==> config.mk <==
export PLATFORM = sky130hd
export DESIGN_NAME = collision_scheduler
export DESIGN_NICKNAME = d
export VERILOG_FILES = /design/src/rtl/collision_scheduler.sv
export SDC_FILE = /design/constraint.sdc
export NUM_CORES = 1
export LEC_CHECK = 0
export CORE_MARGIN = 5
export CORE_UTILIZATION = 50
export CTS_CLUSTER_DIAMETER = 100
export DETAILED_ROUTE_END_ITERATION = 8
export PLACE_DENSITY = 0.85
export SETUP_SLACK_MARGIN = 0.5
export SYNTH_ARGS = -nofsm -noshare
export SYNTH_HDL_FRONTEND = slang
export SYNTH_SLANG_ARGS = --single-unit
==> constraint.sdc <==
create_clock -name clk_i -period 9.4 [get_ports clk_i]
set_input_delay 2.35 -clock clk_i [delete_from_list [all_inputs] [get_ports clk_i]]
set_output_delay 2.35 -clock clk_i [all_outputs]
set_load 0.1 [all_outputs]
==> src/rtl/collision_scheduler.sv <==
// rtl/collision_scheduler.sv - once-per-frame ball/target overlap scan over one shared registered comparator
module collision_scheduler #(
  parameter int N_TARGETS = 4,
  parameter int X_POS_W   = 10,
  parameter int Y_POS_W   = 10,
  localparam int RECT_W   = 2 * X_POS_W + 2 * Y_POS_W,
  localparam int IDX_W    = (N_TARGETS > 1) ? $clog2(N_TARGETS) : 1
) (
  input  logic                          clk_i,
  input  logic                          rst_i,
  input  logic                          frame_start_i,
  input  logic [N_TARGETS-1:0]          en_mask_i,
  input  logic [RECT_W-1:0]             ball_i,
  input  logic [N_TARGETS*RECT_W-1:0]   tgt_i,
  output logic                          cmp_valid_o,
  output logic [RECT_W-1:0]             cmp_rect_1_o,
  output logic [RECT_W-1:0]             cmp_rect_2_o,
  input  logic                          cmp_hit_i,
  output logic                          busy_o,
  output logic                          done_o,
  output logic [N_TARGETS-1:0]          hits_o,
  output logic                          any_hit_o,
  output logic [IDX_W-1:0]              first_hit_o,
  output logic                          overrun_o
);

  typedef enum logic [1:0] {IDLE, RUN, DRAIN, DONE} state_t;

  localparam logic [IDX_W-1:0] LAST_IDX = IDX_W'(N_TARGETS - 1);

  state_t                 state;
  logic [IDX_W-1:0]       idx;
  logic [IDX_W-1:0]       idx_d;
  logic                   valid_d;
  logic [N_TARGETS-1:0]   acc;
  logic [N_TARGETS-1:0]   acc_nxt;
  logic [N_TARGETS-1:0]   mask_snap;
  logic [RECT_W-1:0]      ball_snap;
  logic [RECT_W-1:0]      tgt_snap [N_TARGETS];

  function automatic logic [IDX_W-1:0] lowest_set(input logic [N_TARGETS-1:0] v);
    lowest_set = '0;
    for (int i = N_TARGETS - 1; i >= 0; i--) begin
      if (v[i]) lowest_set = IDX_W'(i);
    end
  endfunction

  assign cmp_rect_1_o = ball_snap;
  assign cmp_rect_2_o = tgt_snap[idx];

  // The comparator answers one cycle after issue, so the delayed index tags the result.
  always_comb begin
    acc_nxt = acc;
    if (valid_d) acc_nxt[idx_d] = cmp_hit_i & mask_snap[idx_d];
  end

  always_ff @(posedge clk_i) begin
    if (rst_i) begin
      state       <= IDLE;
      idx         <= '0;
      idx_d       <= '0;
      valid_d     <= 1'b0;
      acc         <= '0;
      mask_snap   <= '0;
      ball_snap   <= '0;
      for (int i = 0; i < N_TARGETS; i++) tgt_snap[i] <= '0;
      cmp_valid_o <= 1'b0;
      busy_o      <= 1'b0;
      done_o      <= 1'b0;
      hits_o      <= '0;
      any_hit_o   <= 1'b0;
      first_hit_o <= '0;
      overrun_o   <= 1'b0;
    end else begin
      valid_d <= cmp_valid_o;
      idx_d   <= idx;
      acc     <= acc_nxt;
      if (frame_start_i && state != IDLE) overrun_o <= 1'b1;

      case (state)
        IDLE: begin
          done_o <= 1'b0;
          if (frame_start_i) begin
            ball_snap <= ball_i;
            mask_snap <= en_mask_i;
            for (int i = 0; i < N_TARGETS; i++) tgt_snap[i] <= tgt_i[i*RECT_W +: RECT_W];
            idx         <= '0;
            acc         <= '0;
            busy_o      <= 1'b1;
            cmp_valid_o <= 1'b1;
            state       <= RUN;
          end
        end
        RUN: begin
          if (idx == LAST_IDX) begin
            cmp_valid_o <= 1'b0;
            state       <= DRAIN;
          end else begin
            idx <= idx + 1'b1;
          end
        end
        DRAIN: begin
          // Publish including the result sampled this very cycle.
          hits_o      <= acc_nxt;
          any_hit_o   <= |acc_nxt;
          first_hit_o <= lowest_set(acc_nxt);
          done_o      <= 1'b1;
          state       <= DONE;
        end
        DONE: begin
          done_o <= 1'b0;
          busy_o <= 1'b0;
          state  <= IDLE;
        end
        default: state <= IDLE;
      endcase
    end
  end

endmodule

==> metrics.yaml <==
status: "complete, no violations"
dieArea_um2: 21200
ctsLongestPathBuffers: 3
place.gp.congestion: 0.755
async_flop_share_pct: 0
area_growth_pct: 41.9
die_y_um: 146
post_cts_buffers: 0
min_to: "overrun_o"
wl_per_cell_um: 19.6
vias: 5953
rows: 49
antennaDiodeCount: 0
rr_endpoint: "tgt_snap[3][10]"
vias_per_cell: 5.25
finalSetupViolations: 0
min_from: "overrun_o"
crit_path_end_kind: "primary output"
hold_viol: 0
htreeDepth: 1
ctsHoldBuffers: 0
design.core.area_um2: 18000
netlist_area_um2: 9200
ys_types: 37
path_class: "reg2out"
muxShareOfSynthArea_pct: 10.6
path_clk_slew_ns: 0.06
synth.avg_cell_area_um2: 15.4
r2r-start: "state[0]"
dp_hpwl_um: 15400
drtPass1Iterations: 5
synth_compound_area_share_pct: 5.82
powerDensity_nw_per_um2: 312
root_buffer: "clkbuf_16"
clock-sinks: 228
hold_path_class: "reg2reg"
start_util_pct: 51.0
synth_nets: 812
clock-skew-final_ns: 0.00913
overflow: 0
finalCritPeriodShare_pct: 59.5
synth_top_family_by_area: "simple AND/OR/NAND/NOR gates"
synthFlopType: "edfxtp_1"
worst-endpoint-arrival_ns: 3.24
fin_crit_ns: 5.59
power_uw: 4070
worst_slack_ns: 3.81
ant_nets: 0
grt_pass1_wl_um: 34200
layout_common_cells: "298 x clkdlybuf4s50_1, 163 x and2_1, 160 x edfxtp_1, 66 x dfxtp_1, 44 x a22o_1"
synth_edf_count: 160
track_usage_pct: 20.1
cts_resized: 0
tns_ns: 0
hold_ws_ns: 0.470
drtIter0Drc: 300
yosysSeqAreaShare_pct: 67.0
numCtsBuffers: 24
drv_slew: 0
final_common_cell: "clkdlybuf4s50_1"
port_buffers: 298
p_leak_uw: 0.00485
place_ws_ns: 4.03
synth_xor_area_share_pct: 0
start_kind: "flip-flop"
drive_above_1_share_pct: 8.84
ys_seq_elements: 228
syn_inst: 598
die_w_um: 146
worst_slew_margin_rel_pct: 19.7
cap_viol_max_count: 0
rsz0062_at_grt: "no"
antenna_found_initial: 1
r2r_cells: 5
grt_start_max_net_pins: 108
crit_required_ns: 7.05
nets: 1101
yosys_warnings: 0
synth_simple_gate_area_share_pct: 13.3
vdd_drop_max_uv: 291
critPathMaxFanout: 40
worstHoldPathCells: 2
fmax_mhz: 179
tightest_slew_ns: 1.20
pin_count: 299
cts_tree: "built"
clock_latency_ns: 0.50
finalWirelength_um: 22200
synth-adder-area-share_pct: 0.816
regToRegSetupSlack_ns: 6.60
drc: 0
grt_pass1_vias: 6240
[worst max-delay path: stages (launching register included)]
cell	delay (ns)
dfxtp_2	1.13
mux4_2	0.38
clkdlybuf4s50_1	1.21
[Yosys cell counts (3+ instances only)]
cell / n / area (µm²)
a211oi_1: 5 / 37.5
a21oi_1: 6 / 30.0
a22o_1: 44 / 385
and2_1: 163 / 1020
buf_2: 5 / 25.0
buf_4: 9 / 67.6
clkbuf_1: 22 / 82.6
dfxtp_1: 68 / 1360
edfxtp_1: 160 / 4800
ha_1: 6 / 75.1
inv_1: 7 / 26.3
mux2i_1: 6 / 60.1
mux4_2: 40 / 901
nand2_1: 6 / 22.5
nand3b_1: 3 / 22.5
nor2_1: 20 / 75.1
nor2b_1: 5 / 31.3
o21ai_0: 3 / 15.0
[worst max-delay path by stage]
stage                     startpoint               end  slack (ns)  depth (start not counted)
after floorplan                rst_i    tgt_snap[0][0]        4.43                          4
after global placement         rst_i    tgt_snap[2][6]        4.09                          4
after detailed placement       rst_i    tgt_snap[2][6]        4.03                          4
after CTS                  flip-flop  cmp_rect_2_o[37]        3.78                          2
after global routing       flip-flop  cmp_rect_2_o[37]        3.66                          2
final                      flip-flop  cmp_rect_2_o[37]        3.81                          2
[where the power goes]
| part | total [µW] | switching (µW) | leakage [µW] | internal (µW) |
|---|---|---|---|---|
| Combinational | 1700 | 1210 | 0.00221 | 491 |
| Clock | 868 | 362 | 0.000350 | 506 |
| Sequential | 1510 | 137 | 0.00228 | 1370 |
[stage by stage]
| stage | utilization (%) | instance area [µm²] | instances |
|---|---|---|---|
| after floorplan | - | 9200 | 598 |
| after global placement | 68.3 | 12300 | 1090 |
| after detailed placement | 68.3 | 12300 | 1090 |
| after CTS | 72.4 | 13000 | 1134 |
| after global routing | 72.4 | 13000 | 1134 |
| final | 72.4 | 13000 | 1134 |
[layer usage]
layer,vias to the layer above,track usage [%],routed length [µm]
met5,-,0,7
met4,2,4.20,374
met3,34,7.51,2530
met2,285,34.1,10800
met1,2850,24.8,8490
li1,2782,-,-
[logic make-up (layout without fill, tap and decap cells)]
kind of cell,count (synthesis),in the layout
DFF,228,228
and+or+nand+nor,204,204
AOI/OAI and AO/OA,66,66
muxes,47,47
buffers and inverters,47,354
adders and majority gates,6,6
[state kept, by name, indices dropped and copies added (netlist names), 2 cells and up, named ones only]
register,flops
mask_snap,4
idx_d,2
cmp_rect_1_o,40
hits_o,4
first_hit_o,2
acc,4
idx,2
state,2
tgt_snap,160
[area by class of cell]
type	instances	area, µm²
clock inverter	8	40.0
multi-input combinational	323	2810
tap	229	287
inverter	8	35.0
fill	1153	4980
timing repair buffer	302	3010
clock buffer	36	688
sequential	228	6170
Power figures use the tool's default switching activity.
